**config.mk**
```make
export PLATFORM = sky130hd
export DESIGN_NAME = seq_alu_flat
export DESIGN_NICKNAME = d
export VERILOG_FILES = /design/src/rtl/seq_alu_if.sv /design/src/rtl/seq_alu.sv /design/src/flat_wrapper.sv
export SDC_FILE = /design/constraint.sdc
export NUM_CORES = 1
export LEC_CHECK = 0
export CORE_ASPECT_RATIO = 0.75
export CORE_UTILIZATION = 35
export DETAILED_ROUTE_END_ITERATION = 6
export GPL_TIMING_DRIVEN = 0
export PLACE_DENSITY_LB_ADDON = 0.1
export SLEW_MARGIN = 20
export SYNTH_ARGS = -nofsm -noshare
export SYNTH_HDL_FRONTEND = slang
export SYNTH_SLANG_ARGS = --single-unit
export TNS_END_PERCENT = 5
```
**constraint.sdc**
```tcl
create_clock -name clk -period 3.2 [get_ports clk]
set_input_delay 0.48 -clock clk [delete_from_list [all_inputs] [get_ports clk]]
set_output_delay 0.48 -clock clk [all_outputs]
set_load 0.02 [all_outputs]
```
**src/rtl/seq_alu_if.sv**
```systemverilog
// Handshake bundle for seq_alu: operation request channel and registered result channel.
interface seq_alu_if #(
    parameter int WIDTH = 32
);
    logic             in_valid;
    logic             in_ready;
    logic [WIDTH-1:0] op_A;
    logic [WIDTH-1:0] op_B;
    logic [3:0]       ctrl;
    logic             out_valid;
    logic             out_ready;
    logic [WIDTH-1:0] res;
    logic             carry;
    logic             overflow;
    logic             zero;
    logic             div_zero;

    modport master (
        output in_valid, op_A, op_B, ctrl, out_ready,
        input  in_ready, out_valid, res, carry, overflow, zero, div_zero
    );

    modport slave (
        input  in_valid, op_A, op_B, ctrl, out_ready,
        output in_ready, out_valid, res, carry, overflow, zero, div_zero
    );
endinterface

```
**src/rtl/seq_alu.sv**
```systemverilog
// Sequential ALU with valid/ready handshakes and a registered result/flag set.
// Define SEQ_ALU_MULDIV_EN to build the iterative MULU/DIVU/REMU unit.
module seq_alu #(
    parameter int WIDTH = 32,
    parameter int SHW   = 5
) (
    input  logic     clk,
    input  logic     rst_n,
    seq_alu_if.slave bus
);
    localparam logic [3:0] OP_AND  = 4'b0000;
    localparam logic [3:0] OP_OR   = 4'b0001;
    localparam logic [3:0] OP_ADD  = 4'b0010;
    localparam logic [3:0] OP_XOR  = 4'b0011;
    localparam logic [3:0] OP_SLTU = 4'b0101;
    localparam logic [3:0] OP_SUB  = 4'b0110;
    localparam logic [3:0] OP_SLT  = 4'b0111;
    localparam logic [3:0] OP_SLL  = 4'b1000;
    localparam logic [3:0] OP_SRL  = 4'b1001;
    localparam logic [3:0] OP_SRA  = 4'b1011;

    localparam logic [1:0] ST_IDLE = 2'd0;
`ifdef SEQ_ALU_MULDIV_EN
    localparam logic [3:0] OP_MULU = 4'b1100;
    localparam logic [3:0] OP_DIVU = 4'b1110;
    localparam logic [3:0] OP_REMU = 4'b1111;

    localparam logic [1:0] ST_MUL  = 2'd1;
    localparam logic [1:0] ST_DIV  = 2'd2;

    localparam logic [SHW-1:0] CNT_LAST = SHW'(WIDTH - 1);
    localparam logic [SHW-1:0] CNT_ONE  = {{(SHW-1){1'b0}}, 1'b1};
`endif

    logic [1:0]       state_r;
    logic             out_valid_r;
    logic [WIDTH-1:0] res_r;
    logic             carry_r;
    logic             overflow_r;
    logic             zero_r;

    logic             in_ready_s;
    logic             accept_s;
    logic             out_hs_s;

    logic [WIDTH:0]   sum_s;
    logic [WIDTH:0]   diff_s;
    logic [SHW-1:0]   sh_s;
    logic [WIDTH-1:0] alu_res_s;
    logic             alu_carry_s;
    logic             alu_ovf_s;
    logic             alu_zero_s;

`ifdef SEQ_ALU_MULDIV_EN
    logic             div_zero_r;
    logic             alu_dz_s;
    logic             start_mul_s;
    logic             start_div_s;

    // acc holds the partial product or the partial remainder; opx holds the
    // multiplicand or divisor; opy holds the multiplier or the dividend that
    // is shifted out while quotient bits are shifted in.
    logic [WIDTH-1:0] acc_r;
    logic [WIDTH-1:0] opx_r;
    logic [WIDTH-1:0] opy_r;
    logic [SHW-1:0]   cnt_r;
    logic             is_rem_r;

    logic [WIDTH:0]   trial_s;
    logic             ge_s;
    logic [WIDTH-1:0] acc_nxt_s;
    logic [WIDTH-1:0] opx_nxt_s;
    logic [WIDTH-1:0] opy_nxt_s;
    logic [WIDTH-1:0] fin_res_s;
    logic             last_s;
    logic             step_en_s;
`endif

    assign in_ready_s = (state_r == ST_IDLE) && (!out_valid_r || bus.out_ready);
    assign accept_s   = bus.in_valid && in_ready_s;
    assign out_hs_s   = out_valid_r && bus.out_ready;

    // Single-cycle result and flags for the operation presented on the inputs.
    always_comb begin
        sum_s       = {1'b0, bus.op_A} + {1'b0, bus.op_B};
        diff_s      = {1'b0, bus.op_A} + {1'b0, ~bus.op_B} + {{WIDTH{1'b0}}, 1'b1};
        sh_s        = bus.op_B[SHW-1:0];
        alu_res_s   = {WIDTH{1'b0}};
        alu_carry_s = 1'b0;
        alu_ovf_s   = 1'b0;
`ifdef SEQ_ALU_MULDIV_EN
        alu_dz_s    = 1'b0;
        start_mul_s = 1'b0;
        start_div_s = 1'b0;
`endif
        case (bus.ctrl)
            OP_AND:  alu_res_s = bus.op_A & bus.op_B;
            OP_OR:   alu_res_s = bus.op_A | bus.op_B;
            OP_XOR:  alu_res_s = bus.op_A ^ bus.op_B;
            OP_ADD: begin
                alu_res_s   = sum_s[WIDTH-1:0];
                alu_carry_s = sum_s[WIDTH];
                alu_ovf_s   = (bus.op_A[WIDTH-1] == bus.op_B[WIDTH-1]) &&
                              (sum_s[WIDTH-1] != bus.op_A[WIDTH-1]);
            end
            OP_SUB: begin
                alu_res_s   = diff_s[WIDTH-1:0];
                alu_carry_s = diff_s[WIDTH];
                alu_ovf_s   = (bus.op_A[WIDTH-1] != bus.op_B[WIDTH-1]) &&
                              (diff_s[WIDTH-1] != bus.op_A[WIDTH-1]);
            end
            // Direct signed compare stays correct when A-B would overflow.
            OP_SLT:  alu_res_s = {{(WIDTH-1){1'b0}}, ($signed(bus.op_A) < $signed(bus.op_B))};
            OP_SLTU: alu_res_s = {{(WIDTH-1){1'b0}}, (bus.op_A < bus.op_B)};
            OP_SLL:  alu_res_s = bus.op_A << sh_s;
            OP_SRL:  alu_res_s = bus.op_A >> sh_s;
            OP_SRA:  alu_res_s = $unsigned($signed(bus.op_A) >>> sh_s);
`ifdef SEQ_ALU_MULDIV_EN
            OP_MULU: start_mul_s = 1'b1;
            OP_DIVU, OP_REMU: begin
                if (bus.op_B == {WIDTH{1'b0}}) begin
                    alu_dz_s  = 1'b1;
                    alu_res_s = (bus.ctrl == OP_DIVU) ? {WIDTH{1'b1}} : bus.op_A;
                end else begin
                    start_div_s = 1'b1;
                end
            end
`endif
            default: alu_res_s = {WIDTH{1'b0}};
        endcase
    end

    assign alu_zero_s = (alu_res_s == {WIDTH{1'b0}});

`ifdef SEQ_ALU_MULDIV_EN
    assign last_s = (cnt_r == CNT_LAST);
    // The final iteration writes the result, so it waits while an older
    // result is still held for the consumer.
    assign step_en_s = (state_r != ST_IDLE) && (!last_s || !out_valid_r || bus.out_ready);

    // One shift-add or one restoring-division step.
    always_comb begin
        trial_s = {acc_r, opy_r[WIDTH-1]};
        ge_s    = (trial_s >= {1'b0, opx_r});
        if (state_r == ST_MUL) begin
            acc_nxt_s = acc_r + (opy_r[0] ? opx_r : {WIDTH{1'b0}});
            opx_nxt_s = {opx_r[WIDTH-2:0], 1'b0};
            opy_nxt_s = {1'b0, opy_r[WIDTH-1:1]};
        end else begin
            acc_nxt_s = ge_s ? (trial_s[WIDTH-1:0] - opx_r) : trial_s[WIDTH-1:0];
            opx_nxt_s = opx_r;
            opy_nxt_s = {opy_r[WIDTH-2:0], ge_s};
        end
        if ((state_r == ST_DIV) && !is_rem_r) begin
            fin_res_s = opy_nxt_s;
        end else begin
            fin_res_s = acc_nxt_s;
        end
    end

    // Iterative multiply/divide working registers.
    always_ff @(posedge clk or negedge rst_n) begin
        if (!rst_n) begin
            acc_r    <= {WIDTH{1'b0}};
            opx_r    <= {WIDTH{1'b0}};
            opy_r    <= {WIDTH{1'b0}};
            cnt_r    <= {SHW{1'b0}};
            is_rem_r <= 1'b0;
        end else if (accept_s && start_mul_s) begin
            acc_r    <= {WIDTH{1'b0}};
            opx_r    <= bus.op_A;
            opy_r    <= bus.op_B;
            cnt_r    <= {SHW{1'b0}};
            is_rem_r <= 1'b0;
        end else if (accept_s && start_div_s) begin
            acc_r    <= {WIDTH{1'b0}};
            opx_r    <= bus.op_B;
            opy_r    <= bus.op_A;
            cnt_r    <= {SHW{1'b0}};
            is_rem_r <= (bus.ctrl == OP_REMU);
        end else if (step_en_s) begin
            acc_r    <= acc_nxt_s;
            opx_r    <= opx_nxt_s;
            opy_r    <= opy_nxt_s;
            cnt_r    <= cnt_r + CNT_ONE;
        end
    end
`endif

    // Control FSM, output valid and the registered result/flags.
    always_ff @(posedge clk or negedge rst_n) begin
        if (!rst_n) begin
            state_r     <= ST_IDLE;
            out_valid_r <= 1'b0;
            res_r       <= {WIDTH{1'b0}};
            carry_r     <= 1'b0;
            overflow_r  <= 1'b0;
            zero_r      <= 1'b1;
`ifdef SEQ_ALU_MULDIV_EN
            div_zero_r  <= 1'b0;
`endif
        end else begin
            case (state_r)
                ST_IDLE: begin
`ifdef SEQ_ALU_MULDIV_EN
                    if (accept_s && start_mul_s) begin
                        state_r     <= ST_MUL;
                        out_valid_r <= out_valid_r && !bus.out_ready;
                    end else if (accept_s && start_div_s) begin
                        state_r     <= ST_DIV;
                        out_valid_r <= out_valid_r && !bus.out_ready;
                    end else
`endif
                    if (accept_s) begin
                        out_valid_r <= 1'b1;
                        res_r       <= alu_res_s;
                        carry_r     <= alu_carry_s;
                        overflow_r  <= alu_ovf_s;
                        zero_r      <= alu_zero_s;
`ifdef SEQ_ALU_MULDIV_EN
                        div_zero_r  <= alu_dz_s;
`endif
                    end else if (out_hs_s) begin
                        out_valid_r <= 1'b0;
                    end
                end
`ifdef SEQ_ALU_MULDIV_EN
                ST_MUL, ST_DIV: begin
                    if (step_en_s && last_s) begin
                        state_r     <= ST_IDLE;
                        out_valid_r <= 1'b1;
                        res_r       <= fin_res_s;
                        carry_r     <= 1'b0;
                        overflow_r  <= 1'b0;
                        zero_r      <= (fin_res_s == {WIDTH{1'b0}});
                        div_zero_r  <= 1'b0;
                    end else if (out_hs_s) begin
                        out_valid_r <= 1'b0;
                    end
                end
`endif
                default: begin
                    state_r     <= ST_IDLE;
                    out_valid_r <= 1'b0;
                end
            endcase
        end
    end

    assign bus.in_ready  = in_ready_s;
    assign bus.out_valid = out_valid_r;
    assign bus.res       = res_r;
    assign bus.carry     = carry_r;
    assign bus.overflow  = overflow_r;
    assign bus.zero      = zero_r;
`ifdef SEQ_ALU_MULDIV_EN
    assign bus.div_zero  = div_zero_r;
`else
    assign bus.div_zero  = 1'b0;
`endif
endmodule
```
**src/flat_wrapper.sv**
```systemverilog
// flat-port wrapper written by rule: the top's interface ports become plain ports
module seq_alu_flat 
#(
    parameter int WIDTH = 32,
    parameter int SHW   = 5
)
  (clk, rst_n, bus_in_valid, bus_op_A, bus_op_B, bus_ctrl, bus_out_ready, bus_in_ready, bus_out_valid, bus_res, bus_carry, bus_overflow, bus_zero, bus_div_zero);
  seq_alu_if #(.WIDTH(WIDTH)) bus_i ();
  input  logic clk;
  input  logic rst_n;
  input wire logic [$bits(bus_i.in_valid)-1:0] bus_in_valid;
  input wire logic [$bits(bus_i.op_A)-1:0] bus_op_A;
  input wire logic [$bits(bus_i.op_B)-1:0] bus_op_B;
  input wire logic [$bits(bus_i.ctrl)-1:0] bus_ctrl;
  input wire logic [$bits(bus_i.out_ready)-1:0] bus_out_ready;
  output wire logic [$bits(bus_i.in_ready)-1:0] bus_in_ready;
  output wire logic [$bits(bus_i.out_valid)-1:0] bus_out_valid;
  output wire logic [$bits(bus_i.res)-1:0] bus_res;
  output wire logic [$bits(bus_i.carry)-1:0] bus_carry;
  output wire logic [$bits(bus_i.overflow)-1:0] bus_overflow;
  output wire logic [$bits(bus_i.zero)-1:0] bus_zero;
  output wire logic [$bits(bus_i.div_zero)-1:0] bus_div_zero;
  assign bus_i.in_valid = bus_in_valid;
  assign bus_i.op_A = bus_op_A;
  assign bus_i.op_B = bus_op_B;
  assign bus_i.ctrl = bus_ctrl;
  assign bus_i.out_ready = bus_out_ready;
  assign bus_in_ready = bus_i.in_ready;
  assign bus_out_valid = bus_i.out_valid;
  assign bus_res = bus_i.res;
  assign bus_carry = bus_i.carry;
  assign bus_overflow = bus_i.overflow;
  assign bus_zero = bus_i.zero;
  assign bus_div_zero = bus_i.div_zero;
  seq_alu #(.WIDTH(WIDTH), .SHW(SHW)) u_core (.clk(clk), .rst_n(rst_n), .bus(bus_i));
endmodule
```
==> results.ini <==
[routing]
wl_per_cell_microns=33.0
ant_nets=0
vias=14600
vias_per_cell=6.88
wirelength_microns=70100
drtIter0Drc=2238
drtPass1Iterations=5
drc=0

[setup_path]
cp.required_ps=3430
critPathMaxStageDelay_ps=550
crit_chain=buf_6 > buf_12 > buf_4 > or2_2 > clkbuf_1 > o22ai_1 > o32ai_4 > nor2_2 > nor3_4 > nand4_1 > or4_4 > or4_4 > nor4_4 > and4b_1 > a41o_1
worstSetupEndpointType=register
r2r-start=u_core.bus.out_valid
crit_buf_inv=4
critical_path_arrival_ps=4440
crit_type=primary input to register
crit_start=bus_op_B[1]
crit_slowest_cell=or4_4
cp_max_fo=9
startpoint_type=primary input
cpMostUsedCell=or4_4
path_delay_family=simple AND/OR/NAND/NOR gates

[placement]
gp_congestion=1.07
hpwlAfterDp_microns=55600
port_buffers=108
dpl.cell_count=2045

[logic_synthesis]
synthesis.instances=1536
syn_area_per_cell_sq_um=7.20
syn-num-nets=1710
netlist-cell-type-count=94
synth.area.top_cells=ha_1 (11%), dfrtp_1 (7.9%), mux4_2 (7.3%)
synth_top_area_share_pct=11.3
synthArstFlopShare_pct=100
synth_edf_count=0
synth_area_sq_mm=0.0111
synth-seq-cells=36
yosysTopAreaCell=ha_1
synthFlopType=dfrtp_1
yosysWarnings=0
ys_seq_area_share_pct=8.16

[floorplanning]
die-area_sq_mm=0.0323
core_sq_mm=0.0306
chipHeight_microns=156
initial_utilization_pct=36.1
core.rowCount=55
chipWidth_microns=207
num_io_pins=110

[global_route]
grt.overflow.total=0
track_usage_pct=42.5
grt_pass1_vias=13700
grt_start_max_net_pins=32
antenna_found_initial=0
grt_first_pass_wirelength_microns=99300

[sta]
worstMarginPinSlew_ps=1160
hold_viol=0
drv_slew=0
slew_headroom_pct=22.2
layout_setup_ws_ps=-1010
fin_crit_sh_pct=131
setup_viol=23
whs_ps=6.20
fmax_mhz=238
min_period_ps=4210
clock_skew_ps=6.71
rsz0062_at_grt=yes

[power]
p_per_area_mw_per_mm2=273
power.leakage_uw=0.00614
ir_drop_mv=0.243

[run_status]
status=finished, violations left
violations=negative setup slack

[cells_and_area]
fin_nets=1899
drive_gt1_share_pct=28.1
stdcell_count=2124
final_cell_mix=nand2_1 (158), nor2_1 (129), a21oi_1 (106), inv_1 (89), buf_4 (89)
fill_cells=3100
antenna_cells=0
layout_commonest_cell=nand2_1
area_growth_pct=36.9

[cts]
cts_sinks=36
cts_max_path_buffers=2
clockRootBuffer=clkbuf_16
clkTransAtPathRegs_ps=60
cts_tree=built
numCtsBuffers=5
ctsHtreeMaxLevel=2
worst_skew_pair.late_latency_ps=300

[worst_hold_path]
min-delay-path-class=primary input to async pin

[job]
drv_cap=0

metal layers:
layer,vias up,share of wire (%),GRT usage [%]
met2,1104,39,58.9
met1,7202,43,60.4
li1,6166,-,-
met5,-,0,0.600
met4,0,3.2,11.1
met3,148,15,16.3
final cells by class:
type,instances,area [sq um],area share [%]
Timing Repair Buffer,190,1750,11.5
Clock buffer,5,125,0.826
Tap cell,399,499,3.30
Inverter,103,429,2.83
Multi-Input combinational cell,1281,10500,69.3
Clock inverter,2,12.5,0.0826
Buffer,108,925,6.11
Sequential cell,36,902,5.96
cells in the mapped netlist, drive strengths merged, types with 11 or more instances:
| cell | number |
|---|---|
| a211oi | 49 |
| a21o | 16 |
| a21oi | 125 |
| a221oi | 14 |
| buf | 38 |
| clkbuf | 78 |
| dfrtp | 35 |
| ha | 100 |
| inv | 101 |
| mux2 | 46 |
| mux2i | 52 |
| mux4 | 36 |
| nand2 | 165 |
| nand2b | 13 |
| nand3 | 29 |
| nand4 | 17 |
| nor2 | 138 |
| nor2b | 17 |
| nor3 | 36 |
| nor4 | 14 |
| o211ai | 33 |
| o21a | 11 |
| o21ai | 107 |
| o21bai | 11 |
| o221ai | 18 |
| o22ai | 26 |
| or2 | 12 |
report_power, final:
group	switching (uW)	leakage [uW]	internal [uW]
clock	207	0.0000657	283
sequential	42.6	0.000452	539
combinational	1880	0.00563	1180
registers in the layout (all words and copies together) (netlist names):
| name | flops |
|---|---|
| u_core.bus.out_valid | 1 |
| u_core.bus.res | 32 |
| u_core.bus.zero | 1 |
| u_core.bus.overflow | 1 |
| u_core.bus.carry | 1 |
through the flow:
step	utilization (%)	setup slack (ps)	instance area, sq um	setup TNS (ps)	power (uW)
3_5_place_dp	42.0	-2980	12900	-56940	3080
2_1_floorplan	-	-695	11300	-2830	2030
6_report	49.4	-1010	15100	-8590	4130
5_1_grt	49.4	-1040	15100	-10390	4280
4_1_cts	48.5	-987	14800	-7520	3920
3_3_place_gp	41.9	-3020	12800	-57350	3080
cells by family (layout without fill, tap and decap cells):
logic type               after synthesis  count (layout)  share of synthesized area [%]
AND/OR/NAND/NOR                      480             480                           20.0
multiplexers                         134             134                           16.9
buffers and inverters                219             408                           8.19
adder cells (fa/ha/maj)              102             102                           11.7
other                                  1               1                         0.0339
XOR/XNOR                              10              10                          0.792
flip-flops                            36              36                           8.16
AO/OA/AOI/OAI                        554             554                           34.3
worst paths after layout:
check | endpoint | slack (ps) | depth (start not counted)
min reg2reg | u_core.bus.res[7] | 480 | 2
max reg2reg | u_core.bus.zero | -380 | 10
max in group asynchronous | u_core.bus.zero | 2720 | 2
min | u_core.bus.overflow | 6 | 1
max | u_core.bus.zero | -1010 | 15
min in group clk | u_core.bus.res[7] | 480 | 2
timing repair:
action | in CTS | in global routing
endpoints found under the hold margin | 0 | 0
setup buffers | 68 | 10
resized for setup | 407 | 82
hold buffers | 0 | 0
endpoints found under the setup margin | 35 | 27
cloned | 2 | 0
pin swaps | 58 | 32
Power figures use the tool's default switching activity.
